`config.mk`:
```
export PLATFORM = sky130hd
export DESIGN_NAME = sync_fifo_prog
export DESIGN_NICKNAME = d
export VERILOG_FILES = /design/src/rtl/sync_fifo_prog.sv
export SDC_FILE = /design/constraint.sdc
export NUM_CORES = 2
export LEC_CHECK = 0
export ABC_AREA = 1
export CORE_MARGIN = 1
export CORE_UTILIZATION = 40
export DETAILED_ROUTE_END_ITERATION = 16
export GPL_TIMING_DRIVEN = 0
export PLACE_DENSITY_LB_ADDON = 0.12
export SYNTH_ARGS = -nofsm -noshare
export SYNTH_HDL_FRONTEND = slang
export SYNTH_SLANG_ARGS = --single-unit
```
`constraint.sdc`:
```
create_clock -name clk -period 20.7 [get_ports clk]
set_clock_uncertainty 0.05 [all_clocks]
set_input_delay 4.14 -clock clk [delete_from_list [all_inputs] [get_ports clk]]
set_output_delay 4.14 -clock clk [all_outputs]
set_load 0.01 [all_outputs]
```
`src/rtl/sync_fifo_prog.sv`:
```
// rtl/sync_fifo_prog.sv - single-clock FIFO with programmable thresholds, count, error flags and flush
module sync_fifo_prog #(
    parameter int DATASIZE = 128,
    parameter int ADDRSIZE = 4,
    parameter int AF_LEVEL = 2**ADDRSIZE - 2,
    parameter int AE_LEVEL = 2,
    parameter int FWFT     = 0
) (
    input  logic                clk,
    input  logic                rst,
    input  logic                clr,
    input  logic                w_en,
    input  logic [DATASIZE-1:0] wdata,
    input  logic                r_en,
    output logic [DATASIZE-1:0] rdata,
    output logic                r_valid,
    output logic                w_full,
    output logic                r_empty,
    output logic                almost_full,
    output logic                almost_empty,
    output logic [ADDRSIZE:0]   count,
    output logic                overflow,
    output logic                underflow
);

    localparam int DEPTH = 2**ADDRSIZE;
    localparam logic [ADDRSIZE:0] DEPTH_C = (ADDRSIZE+1)'(DEPTH);
    localparam logic [ADDRSIZE:0] AF_C    = (ADDRSIZE+1)'(AF_LEVEL);
    localparam logic [ADDRSIZE:0] AE_C    = (ADDRSIZE+1)'(AE_LEVEL);
    localparam logic [ADDRSIZE:0] ONE_C   = (ADDRSIZE+1)'(1);

    logic [DATASIZE-1:0] mem [DEPTH];

    // Pointers carry one extra wrap bit; the low bits address the memory.
    logic [ADDRSIZE:0]   w_ptr;
    logic [ADDRSIZE:0]   r_ptr;
    logic [ADDRSIZE-1:0] w_addr;
    logic [ADDRSIZE-1:0] r_addr;
    logic                wr_ok;
    logic                rd_ok;
    logic [ADDRSIZE:0]   count_next;

    assign w_addr = w_ptr[ADDRSIZE-1:0];
    assign r_addr = r_ptr[ADDRSIZE-1:0];

    // Acceptance uses the registered (pre-edge) flags, so a full FIFO
    // rejects a write even when a read frees a slot in the same cycle.
    assign wr_ok = w_en & ~w_full;
    assign rd_ok = r_en & ~r_empty;

    assign count_next = count + {{ADDRSIZE{1'b0}}, wr_ok} - {{ADDRSIZE{1'b0}}, rd_ok};

    // Storage write; a flush suppresses the write issued in the same cycle.
    always_ff @(posedge clk) begin
        if (wr_ok && !clr) begin
            mem[w_addr] <= wdata;
        end
    end

    // Pointers, occupancy, status flags and sticky error flags.
    always_ff @(posedge clk or posedge rst) begin
        if (rst) begin
            w_ptr        <= '0;
            r_ptr        <= '0;
            count        <= '0;
            w_full       <= 1'b0;
            r_empty      <= 1'b1;
            almost_full  <= 1'b0;
            almost_empty <= 1'b1;
            overflow     <= 1'b0;
            underflow    <= 1'b0;
        end else if (clr) begin
            w_ptr        <= '0;
            r_ptr        <= '0;
            count        <= '0;
            w_full       <= 1'b0;
            r_empty      <= 1'b1;
            almost_full  <= 1'b0;
            almost_empty <= 1'b1;
            overflow     <= 1'b0;
            underflow    <= 1'b0;
        end else begin
            if (wr_ok) begin
                w_ptr <= w_ptr + ONE_C;
            end
            if (rd_ok) begin
                r_ptr <= r_ptr + ONE_C;
            end
            count        <= count_next;
            w_full       <= (count_next == DEPTH_C);
            r_empty      <= (count_next == '0);
            almost_full  <= (count_next >= AF_C);
            almost_empty <= (count_next <= AE_C);
            if (w_en && w_full) begin
                overflow <= 1'b1;
            end
            if (r_en && r_empty) begin
                underflow <= 1'b1;
            end
        end
    end

    if (FWFT == 0) begin : g_std
        logic [DATASIZE-1:0] rdata_q;
        logic                r_valid_q;

        // Registered read: a popped word appears one edge after its r_en.
        always_ff @(posedge clk or posedge rst) begin
            if (rst) begin
                rdata_q   <= '0;
                r_valid_q <= 1'b0;
            end else if (clr) begin
                r_valid_q <= 1'b0;
            end else begin
                r_valid_q <= rd_ok;
                if (rd_ok) begin
                    rdata_q <= mem[r_addr];
                end
            end
        end

        assign rdata   = rdata_q;
        assign r_valid = r_valid_q;
    end else begin : g_fwft
        // Head word is presented directly; r_en acts as the acknowledge.
        assign rdata   = r_empty ? '0 : mem[r_addr];
        assign r_valid = ~r_empty;
    end

endmodule

```
==> flow_summary.yaml <==
worst_setup_path:
  critPathMaxFanout: 10
  end_kind: "register"
  worstSetupPathType: "primary input to register"
  critPathRequiredTime_ps: 21470
  critical_path_arrival_ps: 8340
  startpoint_type: "primary input"
clock_network:
  cts_buffers: 232
  cts_tree: "done"
  cts_setup_buffers: 0
  hold_buffers: 0
  clk_pin_slew_ps: 60
  cts.repair.resized: 0
  clock_latency_ps: 890
  cts_sinks: 2196
  cts_max_level: 4
  clockBufferDepth: 3
  clockRootBuffer: "clkbuf_16"
placement:
  dpl.hpwl_mm: 199
  preCtsSetupSlack_ps: 12220
  numPortBuffers: 271
  place.gp.congestion: 0.797
  dpl_cell_area_um2: 96100
final_layout:
  layout_common_cells: "nand2_1, edfxtp_1, nand3_1"
  fill_cells: 19100
  ff_latch_area_um2: 65200
  multi_input_area_um2: 19100
  drive_gt1_share_pct: 11.6
  final_common_cell: "nand2_1"
  fin_nets: 7997
  synthToLayoutAreaGrowth_pct: 19.5
  final_cell_area_um2: 104000
floorplanning:
  dieArea_um2: 219000
  start_util_pct: 40.3
  die_w_um: 468
  fp.dieH_um: 468
  std_cell_rows: 170
  io_pins: 273
  core-area_um2: 215000
logic_synthesis:
  synthAdderAreaFrac_pct: 0.153
  synth_top_family_by_area: "simple AND/OR/NAND/NOR gates"
  syn_avg_cell_area_um2: 12.2
  syn_area_um2: 86700
  synth-compound-area-share_pct: 0.115
  muxShareOfSynthArea_pct: 0
  synth_xor_area_share_pct: 0.0303
  syn-num-nets: 7254
  yosysWarnings: 0
  synth_cell_types: 24
  synth_simple_gate_area_share_pct: 21.7
  syn_inst: 7111
  synth_seq_cells: 2196
  seq_area_frac_synth_pct: 75.2
sta:
  fin_ws_ps: 13120
  rsz0062_at_grt: "false"
  fmax_mhz: 132
  setup_viol: 0
  slew_viol_final: 14
  worstMarginPinSlew_ps: 1520
  hold_violations: 0
  relSlewSlack_pct: -1.15
  finalCriticalPeriod_ps: 7580
  fin_crit_sh_pct: 36.6
drt:
  firstDrtPassIters: 6
  avgRoutedWirePerCell_um: 26.6
  postRouteAntennaNets: 0
  vias_per_cell: 5.38
  vias: 58700
  routed_wl_mm: 290
  drc: 0
  drtIter0Drc: 6147
grt:
  grt_pass1_vias: 55800
  grt_usage_pct: 26.3
  grt_first_pass_wirelength_mm: 411
  grt_max_degree: 59
  grt_overflow: 0
  antenna_found_initial: 46
pwr:
  vdd_drop_max_mv: 0.0921
  p_per_area_nw_per_um2: 107
  power.leakage_uw: 0.0379
run_status:
  violations: "max-capacitance violations, max-slew violations"
  status: "finished with violations"
run:
  maxCapViolations: 1
hold_path:
  hold_class: "register to register"
[report_power, final]
group          internal (uW)  total (uW)  switching, uW
Sequential              5050        5150            100
Clock                   2310        4080           1770
Combinational            622        1820           1200
[Yosys cell counts (all sizes together)]
| cell | n | share of area, % |
|---|---|---|
| fa | 1 | 0.023 |
| xor2 | 2 | 0.020 |
| buf | 367 | 2.3 |
| ha | 9 | 0.13 |
| dfrtp | 146 | 4.2 |
| nor2 | 23 | 0.10 |
| dfstp | 2 | 0.061 |
| nor3 | 12 | 0.069 |
| o21ai | 10 | 0.058 |
| inv | 30 | 0.13 |
| clkinv | 3 | 0.014 |
| nand2 | 2540 | 11 |
| a21oi | 10 | 0.058 |
| nand3b | 1 | 0.0087 |
| xnor2 | 1 | 0.010 |
| clkbuf | 89 | 0.39 |
| nand3 | 1817 | 10 |
| edfxtp | 2048 | 71 |
[metal layers]
metal / wire length, um / global-route usage (%) / up-vias
met5: 114 / 0 / -
met4: 9310 / 9.03 / 16
met3: 20300 / 4.17 / 452
met2: 140000 / 43.4 / 2329
met1: 121000 / 35.3 / 29300
li1: - / - / 26700
[worst max-delay path, stage by stage]
cell	delay [ps]
clkdlybuf4s50_1	480
inv_1	40
nor2_1	420
inv_1	410
nor2_4	770
buf_2	900
buf_2	550
nand2_1	350
nand2_1	130
[stage by stage]
step	cells	hold WS, ps	TNS (ps)	power, uW	util (%)
2_1_floorplan	7111	447	0	6140	-
3_3_place_gp	10200	417	-8092190	7060	43.2
3_5_place_dp	10500	415	0	7060	44.7
4_1_cts	10900	434	0	11100	48.1
5_1_grt	10900	446	0	11400	48.2
6_report	10900	426	0	11000	48.2
[cells by family (layout without fill, tap and decap cells)]
| kind of cell | after synthesis | count (layout) |
|---|---|---|
| AND/OR/NAND/NOR | 4393 | 4393 |
| flip-flops | 2196 | 2196 |
| buffers and inverters | 489 | 1438 |
| AO/OA/AOI/OAI | 20 | 20 |
| adder cells (fa/ha/maj) | 10 | 10 |
| XOR/XNOR | 3 | 3 |
| other | 0 | 19 |
[flip-flops by register name, summed over array words and instances (netlist names), 4 cells and up]
signal,flops
count,5
rdata,128
r_ptr,4
mem,2048
w_ptr,4
[path summary, 6_finish.rpt]
check	from	endpoint	slack [ps]	cells after the start
max in group asynchronous	rst	rdata[94]	15970	4
min in group asynchronous	rst	rdata[100]	3600	2
max reg2reg	r_empty	rdata[28]	16530	7
min	rdata[116]	rdata[116]	430	2
max	r_en	rdata[28]	13120	9
min reg2reg	rdata[116]	rdata[116]	430	2
[layout make-up]
type	count	share of cell area, %
antenna	19	0.0459
buffer	456	2.25
clock buffer	337	6.27
clock inverter	103	0.884
inverter	33	0.130
multi-input combinational	4426	18.5
sequential	2196	62.9
tap	2838	3.43
timing repair buffer	509	5.56
(Power assumes the default switching activity.)
